`config.mk`:
```
export PLATFORM = sky130hd
export DESIGN_NAME = mc_main_control_flat
export DESIGN_NICKNAME = d
export VERILOG_FILES = /design/src/rtl/mc_pkg.sv /design/src/rtl/mc_main_control_if.sv /design/src/rtl/mc_next_state.sv /design/src/rtl/mc_main_control.sv /design/src/flat_wrapper.sv
export SDC_FILE = /design/constraint.sdc
export NUM_CORES = 1
export LEC_CHECK = 0
export ABC_CLOCK_PERIOD_IN_PS = 1400
export BUFFER_PORTS_ARGS = -buffer_cell sky130_fd_sc_hd__buf_2
export CELL_PAD_IN_SITES_DETAIL_PLACEMENT = 0
export CELL_PAD_IN_SITES_GLOBAL_PLACEMENT = 1
export CORE_UTILIZATION = 31
export CTS_CLUSTER_SIZE = 14
export DETAILED_ROUTE_END_ITERATION = 16
export GPL_ROUTABILITY_DRIVEN = 0
export HOLD_SLACK_MARGIN = 0.15
export PLACE_DENSITY = 0.74
export RECOVER_POWER = 100
export SETUP_SLACK_MARGIN = 0.1
export SLEW_MARGIN = 10
export SYNTH_ARGS = -nofsm -noshare
export SYNTH_HDL_FRONTEND = slang
export SYNTH_SLANG_ARGS = --single-unit
```
`constraint.sdc`:
```
create_clock -name clk -period 1.4 [get_ports clk]
set_clock_uncertainty 0.1 [all_clocks]
set_input_delay 0 -clock clk [delete_from_list [all_inputs] [get_ports clk]]
set_output_delay 0 -clock clk [all_outputs]
set_load 0.005 [all_outputs]
```
`src/rtl/mc_pkg.sv`:
```
// Shared definitions for the multicycle MIPS main control and the ALU control stage:
// state encodings, opcodes, ALUOp / ALUSrcB / PCSource codes and the control-word layout.
package mc_pkg;

    typedef enum logic [3:0] {
        S_FETCH     = 4'd0,
        S_DECODE    = 4'd1,
        S_MEMADDR   = 4'd2,
        S_MEMREAD   = 4'd3,
        S_MEMWB     = 4'd4,
        S_MEMWRITE  = 4'd5,
        S_EXECUTE   = 4'd6,
        S_RCOMPLETE = 4'd7,
        S_BRANCH    = 4'd8,
        S_JUMP      = 4'd9,
        S_ADDIEXEC  = 4'd10,
        S_ADDICOMP  = 4'd11
    } state_t;

    localparam logic [5:0] OPC_RTYPE = 6'd0;
    localparam logic [5:0] OPC_LW    = 6'd35;
    localparam logic [5:0] OPC_SW    = 6'd43;
    localparam logic [5:0] OPC_BEQ   = 6'd4;
    localparam logic [5:0] OPC_J     = 6'd2;
    localparam logic [5:0] OPC_ADDI  = 6'd8;

    localparam logic [1:0] ALU_ADD   = 2'd0;
    localparam logic [1:0] ALU_SUB   = 2'd1;
    localparam logic [1:0] ALU_FUNCT = 2'd2;

    localparam logic [1:0] SRCB_B       = 2'd0;
    localparam logic [1:0] SRCB_FOUR    = 2'd1;
    localparam logic [1:0] SRCB_IMM     = 2'd2;
    localparam logic [1:0] SRCB_IMM_SH2 = 2'd3;

    localparam logic [1:0] PCSRC_ALU    = 2'd0;
    localparam logic [1:0] PCSRC_ALUOUT = 2'd1;
    localparam logic [1:0] PCSRC_JUMP   = 2'd2;

    typedef struct packed {
        logic       pc_write;
        logic       pc_write_cond;
        logic       iord;
        logic       mem_read;
        logic       mem_write;
        logic       mem_to_reg;
        logic       ir_write;
        logic       alu_src_a;
        logic       reg_write;
        logic       reg_dst;
        logic [1:0] pc_source;
        logic [1:0] alu_src_b;
        logic [1:0] alu_op;
        logic       illegal_op;
    } ctl_t;

endpackage

```
`src/rtl/mc_main_control_if.sv`:
```
// Control bus between the main control FSM (master) and the MIPS datapath (slave).
interface mc_main_control_if;

    logic [5:0] opcode;
    logic       mem_ready;
    logic       PCWrite;
    logic       PCWriteCond;
    logic       IorD;
    logic       MemRead;
    logic       MemWrite;
    logic       MemtoReg;
    logic       IRWrite;
    logic       ALUSrcA;
    logic       RegWrite;
    logic       RegDst;
    logic [1:0] PCSource;
    logic [1:0] ALUSrcB;
    logic [1:0] ALUOp;
    logic       illegal_op;
    logic [3:0] state;

    modport master (
        input  opcode, mem_ready,
        output PCWrite, PCWriteCond, IorD, MemRead, MemWrite, MemtoReg, IRWrite,
               ALUSrcA, RegWrite, RegDst, PCSource, ALUSrcB, ALUOp, illegal_op, state
    );

    modport slave (
        output opcode, mem_ready,
        input  PCWrite, PCWriteCond, IorD, MemRead, MemWrite, MemtoReg, IRWrite,
               ALUSrcA, RegWrite, RegDst, PCSource, ALUSrcB, ALUOp, illegal_op, state
    );

endinterface

```
`src/rtl/mc_next_state.sv`:
```
// Combinational next-state function of the main control FSM.
// MC_CONTROL_ADDI_EN adds the ADDIEXEC/ADDICOMP path; otherwise ADDI decodes as illegal.
module mc_next_state
    import mc_pkg::*;
#(
    parameter logic [5:0] OP_RTYPE = OPC_RTYPE,
    parameter logic [5:0] OP_LW    = OPC_LW,
    parameter logic [5:0] OP_SW    = OPC_SW,
    parameter logic [5:0] OP_BEQ   = OPC_BEQ,
    parameter logic [5:0] OP_J     = OPC_J,
    parameter logic [5:0] OP_ADDI  = OPC_ADDI
)
(
    input  state_t     state,
    input  logic [5:0] opcode,
    input  logic       mem_ready,
    output state_t     next_state,
    output logic       illegal
);

    always_comb begin
        next_state = S_FETCH;
        illegal    = 1'b0;
        case (state)
            S_FETCH:    next_state = mem_ready ? S_DECODE : S_FETCH;
            S_DECODE: begin
                if (opcode == OP_LW || opcode == OP_SW)
                    next_state = S_MEMADDR;
                else if (opcode == OP_RTYPE)
                    next_state = S_EXECUTE;
                else if (opcode == OP_BEQ)
                    next_state = S_BRANCH;
                else if (opcode == OP_J)
                    next_state = S_JUMP;
`ifdef MC_CONTROL_ADDI_EN
                else if (opcode == OP_ADDI)
                    next_state = S_ADDIEXEC;
`else
                else if (opcode == OP_ADDI)
                    illegal = 1'b1;
`endif
                else
                    illegal = 1'b1;
            end
            S_MEMADDR: begin
                // opcode is still stable here, so LW/SW is re-decoded rather than latched
                if (opcode == OP_LW)
                    next_state = S_MEMREAD;
                else if (opcode == OP_SW)
                    next_state = S_MEMWRITE;
                else
                    next_state = S_FETCH;
            end
            S_MEMREAD:  next_state = mem_ready ? S_MEMWB : S_MEMREAD;
            S_MEMWRITE: next_state = mem_ready ? S_FETCH : S_MEMWRITE;
            S_EXECUTE:  next_state = S_RCOMPLETE;
`ifdef MC_CONTROL_ADDI_EN
            S_ADDIEXEC: next_state = S_ADDICOMP;
`endif
            default:    next_state = S_FETCH;
        endcase
    end

endmodule

```
`src/rtl/mc_main_control.sv`:
```
// Multicycle MIPS main control: state register plus per-state datapath control decode.
// Optional ADDI support is enabled by defining MC_CONTROL_ADDI_EN.
module mc_main_control
    import mc_pkg::*;
#(
    parameter logic [5:0] OP_RTYPE = OPC_RTYPE,
    parameter logic [5:0] OP_LW    = OPC_LW,
    parameter logic [5:0] OP_SW    = OPC_SW,
    parameter logic [5:0] OP_BEQ   = OPC_BEQ,
    parameter logic [5:0] OP_J     = OPC_J,
    parameter logic [5:0] OP_ADDI  = OPC_ADDI
)
(
    input  logic                clk,
    input  logic                reset_n,
    mc_main_control_if.master   bus
);

    state_t state_q;
    state_t state_d;
    logic   illegal_dec;
    ctl_t   ctl;

    mc_next_state #(
        .OP_RTYPE (OP_RTYPE),
        .OP_LW    (OP_LW),
        .OP_SW    (OP_SW),
        .OP_BEQ   (OP_BEQ),
        .OP_J     (OP_J),
        .OP_ADDI  (OP_ADDI)
    ) u_next_state (
        .state      (state_q),
        .opcode     (bus.opcode),
        .mem_ready  (bus.mem_ready),
        .next_state (state_d),
        .illegal    (illegal_dec)
    );

    always_ff @(posedge clk or negedge reset_n) begin
        if (!reset_n)
            state_q <= S_FETCH;
        else
            state_q <= state_d;
    end

    // Outputs are forced low while reset is held, even though the state reads FETCH.
    always_comb begin
        ctl = '0;
        if (reset_n) begin
            case (state_q)
                S_FETCH: begin
                    ctl.mem_read  = 1'b1;
                    ctl.alu_src_b = SRCB_FOUR;
                    ctl.alu_op    = ALU_ADD;
                    ctl.pc_source = PCSRC_ALU;
                    ctl.ir_write  = bus.mem_ready;
                    ctl.pc_write  = bus.mem_ready;
                end
                S_DECODE: begin
                    ctl.alu_src_b  = SRCB_IMM_SH2;
                    ctl.alu_op     = ALU_ADD;
                    ctl.illegal_op = illegal_dec;
                end
                S_MEMADDR: begin
                    ctl.alu_src_a = 1'b1;
                    ctl.alu_src_b = SRCB_IMM;
                    ctl.alu_op    = ALU_ADD;
                end
                S_MEMREAD: begin
                    ctl.mem_read = 1'b1;
                    ctl.iord     = 1'b1;
                end
                S_MEMWB: begin
                    ctl.reg_write  = 1'b1;
                    ctl.mem_to_reg = 1'b1;
                end
                S_MEMWRITE: begin
                    ctl.mem_write = 1'b1;
                    ctl.iord      = 1'b1;
                end
                S_EXECUTE: begin
                    ctl.alu_src_a = 1'b1;
                    ctl.alu_src_b = SRCB_B;
                    ctl.alu_op    = ALU_FUNCT;
                end
                S_RCOMPLETE: begin
                    ctl.reg_write = 1'b1;
                    ctl.reg_dst   = 1'b1;
                end
                S_BRANCH: begin
                    ctl.alu_src_a     = 1'b1;
                    ctl.alu_src_b     = SRCB_B;
                    ctl.alu_op        = ALU_SUB;
                    ctl.pc_write_cond = 1'b1;
                    ctl.pc_source     = PCSRC_ALUOUT;
                end
                S_JUMP: begin
                    ctl.pc_write  = 1'b1;
                    ctl.pc_source = PCSRC_JUMP;
                end
`ifdef MC_CONTROL_ADDI_EN
                S_ADDIEXEC: begin
                    ctl.alu_src_a = 1'b1;
                    ctl.alu_src_b = SRCB_IMM;
                    ctl.alu_op    = ALU_ADD;
                end
                S_ADDICOMP: begin
                    ctl.reg_write = 1'b1;
                end
`endif
                default: ;
            endcase
        end
    end

    assign bus.PCWrite     = ctl.pc_write;
    assign bus.PCWriteCond = ctl.pc_write_cond;
    assign bus.IorD        = ctl.iord;
    assign bus.MemRead     = ctl.mem_read;
    assign bus.MemWrite    = ctl.mem_write;
    assign bus.MemtoReg    = ctl.mem_to_reg;
    assign bus.IRWrite     = ctl.ir_write;
    assign bus.ALUSrcA     = ctl.alu_src_a;
    assign bus.RegWrite    = ctl.reg_write;
    assign bus.RegDst      = ctl.reg_dst;
    assign bus.PCSource    = ctl.pc_source;
    assign bus.ALUSrcB     = ctl.alu_src_b;
    assign bus.ALUOp       = ctl.alu_op;
    assign bus.illegal_op  = ctl.illegal_op;
    assign bus.state       = state_q;

endmodule
```
`src/flat_wrapper.sv`:
```
// flat-port wrapper written by rule: the top's interface ports become plain ports
module mc_main_control_flat import mc_pkg::*;
#(
    parameter logic [5:0] OP_RTYPE = OPC_RTYPE,
    parameter logic [5:0] OP_LW    = OPC_LW,
    parameter logic [5:0] OP_SW    = OPC_SW,
    parameter logic [5:0] OP_BEQ   = OPC_BEQ,
    parameter logic [5:0] OP_J     = OPC_J,
    parameter logic [5:0] OP_ADDI  = OPC_ADDI
)
  (clk, reset_n, bus_opcode, bus_mem_ready, bus_PCWrite, bus_PCWriteCond, bus_IorD, bus_MemRead, bus_MemWrite, bus_MemtoReg, bus_IRWrite, bus_ALUSrcA, bus_RegWrite, bus_RegDst, bus_PCSource, bus_ALUSrcB, bus_ALUOp, bus_illegal_op, bus_state);
  mc_main_control_if bus_i ();
  input  logic clk;
  input  logic reset_n;
  input wire logic [$bits(bus_i.opcode)-1:0] bus_opcode;
  input wire logic [$bits(bus_i.mem_ready)-1:0] bus_mem_ready;
  output wire logic [$bits(bus_i.PCWrite)-1:0] bus_PCWrite;
  output wire logic [$bits(bus_i.PCWriteCond)-1:0] bus_PCWriteCond;
  output wire logic [$bits(bus_i.IorD)-1:0] bus_IorD;
  output wire logic [$bits(bus_i.MemRead)-1:0] bus_MemRead;
  output wire logic [$bits(bus_i.MemWrite)-1:0] bus_MemWrite;
  output wire logic [$bits(bus_i.MemtoReg)-1:0] bus_MemtoReg;
  output wire logic [$bits(bus_i.IRWrite)-1:0] bus_IRWrite;
  output wire logic [$bits(bus_i.ALUSrcA)-1:0] bus_ALUSrcA;
  output wire logic [$bits(bus_i.RegWrite)-1:0] bus_RegWrite;
  output wire logic [$bits(bus_i.RegDst)-1:0] bus_RegDst;
  output wire logic [$bits(bus_i.PCSource)-1:0] bus_PCSource;
  output wire logic [$bits(bus_i.ALUSrcB)-1:0] bus_ALUSrcB;
  output wire logic [$bits(bus_i.ALUOp)-1:0] bus_ALUOp;
  output wire logic [$bits(bus_i.illegal_op)-1:0] bus_illegal_op;
  output wire logic [$bits(bus_i.state)-1:0] bus_state;
  assign bus_i.opcode = bus_opcode;
  assign bus_i.mem_ready = bus_mem_ready;
  assign bus_PCWrite = bus_i.PCWrite;
  assign bus_PCWriteCond = bus_i.PCWriteCond;
  assign bus_IorD = bus_i.IorD;
  assign bus_MemRead = bus_i.MemRead;
  assign bus_MemWrite = bus_i.MemWrite;
  assign bus_MemtoReg = bus_i.MemtoReg;
  assign bus_IRWrite = bus_i.IRWrite;
  assign bus_ALUSrcA = bus_i.ALUSrcA;
  assign bus_RegWrite = bus_i.RegWrite;
  assign bus_RegDst = bus_i.RegDst;
  assign bus_PCSource = bus_i.PCSource;
  assign bus_ALUSrcB = bus_i.ALUSrcB;
  assign bus_ALUOp = bus_i.ALUOp;
  assign bus_illegal_op = bus_i.illegal_op;
  assign bus_state = bus_i.state;
  mc_main_control #(.OP_RTYPE(OP_RTYPE), .OP_LW(OP_LW), .OP_SW(OP_SW), .OP_BEQ(OP_BEQ), .OP_J(OP_J), .OP_ADDI(OP_ADDI)) u_core (.clk(clk), .reset_n(reset_n), .bus(bus_i));
endmodule
```
==> results.py, run 1 <==
metrics = {
    "logic_synthesis": {
        "synth_nets": 76,
        "synth_edf_count": 0,
        "ys_top_cells_by_area": "dfrtp_1, nor4b_4, buf_6, nor3b_2, and3_1",
        "synth_area_per_cell_sq_um": 9.08,
        "yosysWarnings": 0,
        "synth_area_sq_um": 608,
        "synth.yosys.seq_area_share_pct": 16.5,
        "dominantRegCellSynth": "dfrtp_1",
        "netlist-cell-type-count": 37,
        "synth_cells": 67,
        "yosys_register_bits": 4,
        "synth_top_area_cell": "dfrtp_1",
        "ys_async_sr_fraction_pct": 100,
        "synth_top_area_share_pct": 16.5,
    },
    "setup_path": {
        "critPathCaptureType": "output port",
        "path_class": "reg -> out",
        "r2r_slack_ns": -0.09,
        "reg2regPathDepth": 6,
        "worstPathRequired_ns": 1.30,
        "critPathMaxFanout": 5,
        "start_kind": "flip-flop",
        "worstPathArrival_ns": 1.45,
    },
    "sta": {
        "period_needed_ns": 1.55,
        "hold_viol_final": 0,
        "setup_viol": 16,
        "relSlewSlack_pct": 78.4,
        "fmax_mhz": 643,
        "report.final.slew_viol_count": 0,
        "tightest_slew_ns": 0.322,
        "rsz0062_at_grt": "true",
        "post-route-period-util_pct": 111,
        "finalWorstSetupSlack_ns": -0.154,
    },
    "clock_network": {
        "clockBufferDepth": 2,
        "insertion_delay_ns": 0.25,
        "clock_sinks": 4,
        "clk_pin_slew_ns": 0.03,
        "htreeDepth": 1,
        "cts_buffers": 3,
        "clockRootBuffer": "clkbuf_4",
        "cts_tree": "done",
    },
    "detailed_routing": {
        "detail_route.first_pass.iterations": 2,
        "drc": 0,
        "via_per_inst": 4.95,
        "antenna_left": 0,
        "vias": 723,
        "drt_iter0_markers": 6,
        "wl_microns": 1860,
        "wl_per_cell_microns": 12.7,
    },
    "global_routing": {
        "grtUsageMet3_pct": 3.92,
        "gr-total-overflow": 0,
        "grtUsageMet1_pct": 20.8,
        "antenna_found_initial": 0,
        "grt_pass1_vias": 618,
        "grt_max_degree": 12,
        "met2_usage_pct": 32.1,
        "busiest_layer": "met2",
        "grt_use_total_pct": 18.3,
        "grt_pass1_wl_microns": 2750,
    },
    "final_layout": {
        "final_cell_mix": "buf_2, buf_4, buf_6, dlygate4sd3_1, nor2_1",
        "largest_register_ffs": 4,
        "num_antenna_cells": 0,
        "fin_util_pct": 62.4,
        "n_fill_cell": 154,
        "final_common_cell": "buf_2",
        "fin_nets": 131,
        "syn_to_final_growth_pct": 82.9,
        "drive_gt1_share_pct": 65.3,
    },
    "place": {
        "pre_cts_slack_ns": -0.0383,
        "port_buffers": 29,
        "dp_hpwl_microns": 1230,
    },
    "floorplanning": {
        "die_y_microns": 46.3,
        "die-width_microns": 46.3,
        "initial_core_util_pct": 34.1,
        "rows": 15,
        "coreArea_sq_um": 1780,
        "pin_count": 30,
        "dieArea_sq_um": 2140,
    },
    "power_and_ir_drop": {
        "leakagePower_uw": 0.000548,
        "powerDensity_nw_per_um2": 490,
        "ir_drop_mv": 0.272,
    },
    "flow_run": {
        "drv_cap": 0,
    },
    "hold_path": {
        "hp-class": "in -> reg",
        "holdPathStages": 3,
    },
    "status": {
        "outcome": "finished, violations left",
        "violations": "negative setup slack",
    },
}
==> Yosys cell counts, types with 2 or more instances <==
| cell | number |
|---|---|
| xnor2_1 | 2 |
| nor3b_1 | 3 |
| inv_1 | 2 |
| nor3b_2 | 3 |
| nor4b_4 | 2 |
| nor3_1 | 4 |
| nor2b_1 | 2 |
| a21oi_1 | 2 |
| nor2_1 | 5 |
| nand4b_1 | 2 |
| o211ai_1 | 2 |
| dfrtp_1 | 4 |
| nand2_1 | 3 |
| and3_1 | 5 |
| buf_6 | 4 |
==> final timing paths <==
kind                                          startpoint                            end
max reg2reg                u_core.bus.state[1]$_DFF_PN0_  u_core.bus.state[2]$_DFF_PN0_
min reg2reg                u_core.bus.state[3]$_DFF_PN0_  u_core.bus.state[0]$_DFF_PN0_
min                                        bus_opcode[0]  u_core.bus.state[3]$_DFF_PN0_
min in group asynchronous                        reset_n  u_core.bus.state[2]$_DFF_PN0_
max in group asynchronous                        reset_n  u_core.bus.state[3]$_DFF_PN0_
max                        u_core.bus.state[1]$_DFF_PN0_                    bus_IRWrite
==> per-stage QoR <==
| stage | hold WS, ns | area (sq um) | setup TNS [ns] | power [uW] | cells |
|---|---|---|---|---|---|
| 2_1_floorplan | -0.396 | 616 | 0 | 227 | 67 |
| 3_3_place_gp | -0.131 | 810 | -0.0354 | 290 | 125 |
| 3_5_place_dp | -0.137 | 810 | -0.0581 | 292 | 125 |
| 4_1_cts | 0.0210 | 1020 | -1.19 | 511 | 140 |
| 5_1_grt | 0.00632 | 1110 | -2.73 | 589 | 146 |
| 6_report | 0.00395 | 1110 | -1.27 | 545 | 146 |
==> power by group <==
group / leakage [uW] / switching [uW] / total (uW) / internal, uW
Combinational: 0.000484 / 110 / 249 / 139
Sequential: 0.0000497 / 7.21 / 129 / 121
Clock: 0.0000150 / 60.2 / 168 / 108
==> final cells by class <==
type	instances	area, sq um	share of cell area (%)
Sequential cell	4	104	9.34
Tap cell	25	31.3	2.81
Inverter	2	10.0	0.900
Timing Repair Buffer	56	393	35.3
Clock buffer	4	26.3	2.36
Multi-Input combinational cell	55	548	49.3
==> per-layer routing <==
| metal | share of wire (%) | routed length (microns) | up-vias |
|---|---|---|---|
| li1 | - | - | 363 |
| met1 | 42 | 780 | 330 |
| met2 | 52 | 958 | 25 |
| met5 | 0 | 0 | - |
| met4 | 2.2 | 40 | 0 |
| met3 | 4.1 | 77 | 5 |
==> logic make-up after synthesis <==
logic type / synth area share (%)
xor gates and xnor gates: 4.32
AOI/OAI and AO/OA: 17.3
and+or+nand+nor: 51.2
DFF: 16.5
buffers and inverters: 10.7
==> worst max-delay path, stage by stage, from the launching register on <==
cell      delay [ns]
dfrtp_1         0.41
nand2b_4        0.16
or2_4           0.27
nor4b_4         0.24
buf_2           0.15
==> what timing repair did <==
item | CTS | global route
setup endpoints to repair | 21 | 21
pin swaps | 9 | 4
buffers inserted | 8 | 5
endpoints found under the hold margin | 8 | 4
hold buffers | 4 | 2
resized for setup | 22 | 10
cloned | 0 | 0
No activity file was read; power rests on OpenSTA's default activity.
==> inputs of run 2 (changes only) <==
- CTS_CLUSTER_DIAMETER: default -> 30
- TNS_END_PERCENT: default -> 5
==> run 2 against run 1 <==
Net effect:
- the run still ends with negative setup slack left
- critical path depth unchanged
- cell area fell by 9.3%
- critical path type unchanged
- total power fell by 6.7%
- highest routed layer unchanged
==> results.py, run 2 (synthesized netlist as in run 1, its figures left out) <==
metrics = {
    "sta": {
        "hold_viol_final": 0,
        "period_needed_ns": 1.54,
        "setup_viol": 14,
        "report.final.slew_viol_count": 0,
        "rsz0062_at_grt": "true",
        "post-route-period-util_pct": 110,
        "finalWorstSetupSlack_ns": -0.139,
        "hold_slack_ns": 0.00410,
        "tightest_slew_ns": 0.359,
        "tns_ns": -0.827,
        "relSlewSlack_pct": 76.0,
        "fmax_mhz": 650,
    },
    "setup_path": {
        "path_cells": "nand2b_4 > or2_4 > nor4b_4 > buf_2",
        "critPathSlowestCell": "dfrtp_1",
        "start_kind": "flip-flop",
        "max_stage_delay_ns": 0.39,
        "reg2regPathDepth": 5,
        "cp-endpoint": "bus_IRWrite",
        "reg2reg_from": "u_core.bus.state[0]$_DFF_PN0_",
        "worstPathArrival_ns": 1.44,
        "crit_start": "u_core.bus.state[1]$_DFF_PN0_",
        "critPathMaxFanout": 6,
        "worstPathRequired_ns": 1.30,
        "r2r_slack_ns": -0.05,
        "critPathCaptureType": "output port",
        "path_class": "reg -> out",
        "rr_endpoint": "u_core.bus.state[0]$_DFF_PN0_",
    },
    "clock_network": {
        "clockRootBuffer": "clkbuf_4",
        "clock_sinks": 4,
        "htreeDepth": 1,
        "insertion_delay_ns": 0.25,
        "clockBufferDepth": 2,
        "cts_hold_buf": 6,
        "cts_tree": "done",
        "cts_buffers": 3,
        "clk_pin_slew_ns": 0.03,
    },
    "floorplanning": {
        "dieArea_sq_um": 2140,
        "rows": 15,
        "coreArea_sq_um": 1780,
        "die-width_microns": 46.3,
        "initial_core_util_pct": 34.1,
        "die_y_microns": 46.3,
        "pin_count": 30,
    },
    "final_layout": {
        "n_fill_cell": 163,
        "final_common_cell": "buf_2",
        "num_antenna_cells": 0,
        "fin_nets": 126,
        "final_cell_mix": "buf_2, buf_4, dlygate4sd3_1, nor2_1",
        "regArea_sq_um": 104,
        "multiInputGateArea_sq_um": 510,
        "drive_gt1_share_pct": 59.1,
        "largest_register_ffs": 4,
        "design_area_sq_um": 1010,
        "syn_to_final_growth_pct": 65.8,
    },
    "flow_run": {
        "drv_cap": 0,
    },
    "detailed_routing": {
        "wl_microns": 1820,
        "antenna_left": 0,
        "vias": 737,
        "via_per_inst": 5.26,
        "detail_route.first_pass.iterations": 4,
        "drt_iter0_markers": 21,
        "drc": 0,
        "wl_per_cell_microns": 13.0,
    },
    "place": {
        "place_area_sq_um": 823,
        "port_buffers": 29,
        "dp_hpwl_microns": 1210,
    },
    "global_routing": {
        "gr-total-overflow": 0,
        "grt_use_total_pct": 16.4,
        "grt_pass1_wl_microns": 2570,
        "grt_max_degree": 11,
        "grt_pass1_vias": 665,
        "antenna_found_initial": 0,
    },
    "status": {
        "outcome": "finished, violations left",
        "violations": "negative setup slack",
    },
    "power_and_ir_drop": {
        "power_uw": 509,
        "powerDensity_nw_per_um2": 505,
        "ir_drop_mv": 0.337,
        "leakagePower_uw": 0.000494,
    },
    "hold_path": {
        "holdPathStages": 3,
        "hp-class": "in -> reg",
    },
}
run 2: cell type report:
class	instances	area share, %
tap	25	3.10
sequential	4	10.3
multi-input combinational	55	50.6
clock buffer	3	2.23
timing repair buffer	51	33.0
inverter	2	0.744
run 2: where the power goes:
part	switching, uW	total (uW)	internal, uW	leakage, uW
combinational	104	230	126	0.000430
clock	54.7	151	96.3	0.0000138
sequential	6.37	128	121	0.0000497
run 2: worst min path at each step:
stage	from	endpoint	slack (ns)
4_1_cts	bus_opcode[5]	u_core.bus.state[3]$_DFF_PN0_	0.03
3_5_place_dp	reset_n	u_core.bus.state[1]$_DFF_PN0_	-0.15
5_1_grt	bus_opcode[0]	u_core.bus.state[3]$_DFF_PN0_	0.02
3_3_place_gp	reset_n	u_core.bus.state[1]$_DFF_PN0_	-0.15
6_report	bus_opcode[0]	u_core.bus.state[3]$_DFF_PN0_	0.004
2_1_floorplan	reset_n	u_core.bus.state[0]$_DFF_PN0_	-0.40
run 2: timing repair:
action | 4_1_cts | 5_1_grt
endpoints found under the setup margin | 21 | 21
pin swaps | 6 | 6
buffers inserted | 4 | 0
gates cloned | 0 | 0
endpoints found under the hold margin | 8 | 3
resized for setup | 13 | 6
run 2: stage by stage:
step,std cells,utilization [%],worst slack [ns]
4_1_cts,140,55.5,-0.141
6_report,140,56.6,-0.139
3_3_place_gp,127,46.2,-0.0169
2_1_floorplan,67,-,0.0534
3_5_place_dp,127,46.2,-0.0261
5_1_grt,140,56.6,-0.219
run 2: critical path: cells and delay by family (launching register included):
kind                   cells  cell delay (ns)
buffers and inverters      1             0.14
DFF                        1             0.39
and+or+nand+nor            3             0.66
run 2: routing by layer:
| metal | share of wire (%) | up-vias | wire length [microns] | global-route usage [%] |
|---|---|---|---|---|
| met3 | 8.0 | 8 | 145 | 1.18 |
| met4 | 1.7 | 0 | 31 | 8.24 |
| met2 | 52 | 54 | 941 | 32.4 |
| met5 | 0 | - | 0 | 0 |
| li1 | - | 347 | - | - |
| met1 | 39 | 328 | 700 | 16.8 |
==> inputs of run 3 (changes only) <==
- CTS_CLUSTER_DIAMETER: 30 -> 50
- PLACE_DENSITY: 0.74 -> default
- PLACE_DENSITY_LB_ADDON: default -> 0.1
- SKIP_LAST_GASP: default -> 1
==> run 3 against run 2 <==
Net effect:
- the flow still finishes with violations (negative setup slack)
- count of clock-buffer cells in the layout unchanged
- hold slack improved by 0.041 ns
- cell count increased by 4.3%
- sequential share of layout area decreased by 0.68 points
- cell area increased by 3.2%
- combinational power decreased by 3%
- first-iteration DRC count decreased by 57%
- setup slack improved by 0.040 ns
- critical endpoint is now bus_illegal_op
- largest power group unchanged
==> results.py, run 3 (synthesized netlist as in run 1, its figures left out) <==
metrics = {
    "clock_network": {
        "htreeDepth": 1,
        "clockBufferDepth": 2,
        "cts_tree": "done",
        "clockRootBuffer": "clkbuf_4",
        "cts_buffers": 3,
        "clk_pin_slew_ns": 0.04,
        "insertion_delay_ns": 0.23,
        "clock_sinks": 4,
    },
    "floorplanning": {
        "initial_core_util_pct": 34.1,
        "dieArea_sq_um": 2140,
        "rows": 15,
        "coreArea_sq_um": 1780,
        "die_y_microns": 46.3,
        "die-width_microns": 46.3,
        "pin_count": 30,
    },
    "sta": {
        "setup_viol": 18,
        "fmax_mhz": 667,
        "period_needed_ns": 1.50,
        "finalWorstSetupSlack_ns": -0.0985,
        "report.final.slew_viol_count": 0,
        "rsz0062_at_grt": "true",
        "hold_slack_ns": 0.0452,
        "relSlewSlack_pct": 75.1,
        "tightest_slew_ns": 0.370,
        "post-route-period-util_pct": 107,
        "hold_viol_final": 0,
    },
    "setup_path": {
        "reg2regPathDepth": 6,
        "critPathCaptureType": "output port",
        "path_class": "reg -> out",
        "reg2reg_from": "u_core.bus.state[2]$_DFF_PN0_",
        "rr_endpoint": "u_core.bus.state[1]$_DFF_PN0_",
        "worstPathArrival_ns": 1.40,
        "cp-endpoint": "bus_illegal_op",
        "r2r_slack_ns": -0.08,
        "worstPathRequired_ns": 1.30,
        "start_kind": "flip-flop",
        "critPathMaxFanout": 5,
        "crit_start": "u_core.bus.state[2]$_DFF_PN0_",
    },
    "global_routing": {
        "grt_pass1_wl_microns": 2590,
        "gr-total-overflow": 0,
        "antenna_found_initial": 0,
        "grt_use_total_pct": 16.9,
        "grt_max_degree": 11,
        "grt_pass1_vias": 584,
    },
    "detailed_routing": {
        "wl_microns": 1810,
        "antenna_left": 0,
        "wl_per_cell_microns": 12.4,
        "via_per_inst": 4.98,
        "vias": 727,
        "detail_route.first_pass.iterations": 4,
        "drc": 0,
        "drt_iter0_markers": 9,
    },
    "status": {
        "violations": "negative setup slack",
        "outcome": "finished, violations left",
    },
    "hold_path": {
        "hp-class": "in -> reg",
    },
    "power_and_ir_drop": {
        "ir_drop_mv": 0.395,
        "powerDensity_nw_per_um2": 469,
        "p_comb_share_pct": 45.6,
        "pwr-share-clk_pct": 28.7,
        "swShare_pct": 30.9,
        "p_int_uw": 337,
        "pwr-share-seq_pct": 25.7,
        "switchingPower_uw": 151,
        "leakagePower_uw": 0.000525,
    },
    "final_layout": {
        "syn_to_final_growth_pct": 71.2,
        "n_fill_cell": 174,
        "drive_gt1_share_pct": 56.2,
        "num_antenna_cells": 0,
        "largest_register_ffs": 4,
        "fin_nets": 132,
        "final_common_cell": "buf_2",
        "fin_util_pct": 58.4,
        "final_cell_mix": "buf_2, buf_4, nor2_1, and3_1, dlygate4sd3_1",
    },
    "flow_run": {
        "drv_cap": 0,
    },
    "place": {
        "port_buffers": 29,
        "dp_hpwl_microns": 1280,
    },
}
==> run 3: per-layer routing <==
layer | vias up | track usage, % | share of wire (%)
li1 | 363 | - | -
met1 | 339 | 19.3 | 42
met2 | 23 | 31.8 | 54
met3 | 2 | 3.53 | 3.2
met4 | 0 | 3.53 | 0.33
met5 | - | 0 | 0
==> run 3: critical path, cell delays in order, from the launching register on <==
cell and delay (ns):
dfrtp_1 0.37, buf_6 0.14, nor4b_4 0.29, nand2_1 0.10, a211oi_2 0.13, buf_2 0.13
==> run 3: area by class of cell <==
class                           instances  area, sq um  share of cell area [%]
Inverter                                2         7.51                   0.721
Timing Repair Buffer                   57          379                    36.4
Tap cell                               25         31.3                    3.00
Multi-Input combinational cell         55          500                    48.1
Sequential cell                         4          100                    9.62
Clock buffer                            3         22.5                    2.16
==> run 3: what timing repair did <==
item	4_1_cts	5_1_grt
endpoints found under the setup margin	21	21
cloned	1	0
setup buffers	5	0
hold buffers	4	1
hold endpoints to repair	8	4
resized for setup	8	2
pin swaps	6	0
==> run 3: power by group through the flow <==
| stage | registers, uW | logic, uW | clock network [uW] |
|---|---|---|---|
| 6_report | 125 | 222 | 140 |
| 5_1_grt | 126 | 238 | 151 |
| 4_1_cts | 125 | 212 | 146 |
| 3_5_place_dp | 127 | 180 | 0 |
| 3_3_place_gp | 127 | 178 | 0 |
| 2_1_floorplan | 130 | 96.6 | 0 |
==> run 3: how the worst min path moves through the flow <==
stage                             start                            end  cells after the start
final                     bus_opcode[5]  u_core.bus.state[3]$_DFF_PN0_                      3
after global placement          reset_n  u_core.bus.state[2]$_DFF_PN0_                      2
after global routing      bus_opcode[5]  u_core.bus.state[3]$_DFF_PN0_                      3
after floorplan                 reset_n  u_core.bus.state[0]$_DFF_PN0_                      0
after CTS                 bus_opcode[0]  u_core.bus.state[3]$_DFF_PN0_                      3
after detailed placement        reset_n  u_core.bus.state[2]$_DFF_PN0_                      2
==> run 3: metrics by stage <==
step / std cells / total power [uW] / setup TNS, ns / cell area (sq um) / worst slack (ns)
6_report: 146 / 488 / -1.17 / 1040 / -0.0985
5_1_grt: 146 / 515 / -2.49 / 1040 / -0.166
4_1_cts: 145 / 483 / -1.25 / 1020 / -0.102
3_5_place_dp: 132 / 307 / 0 / 873 / 0.0140
3_3_place_gp: 132 / 305 / 0 / 873 / 0.00630
2_1_floorplan: 67 / 226 / 0 / 614 / 0.0534
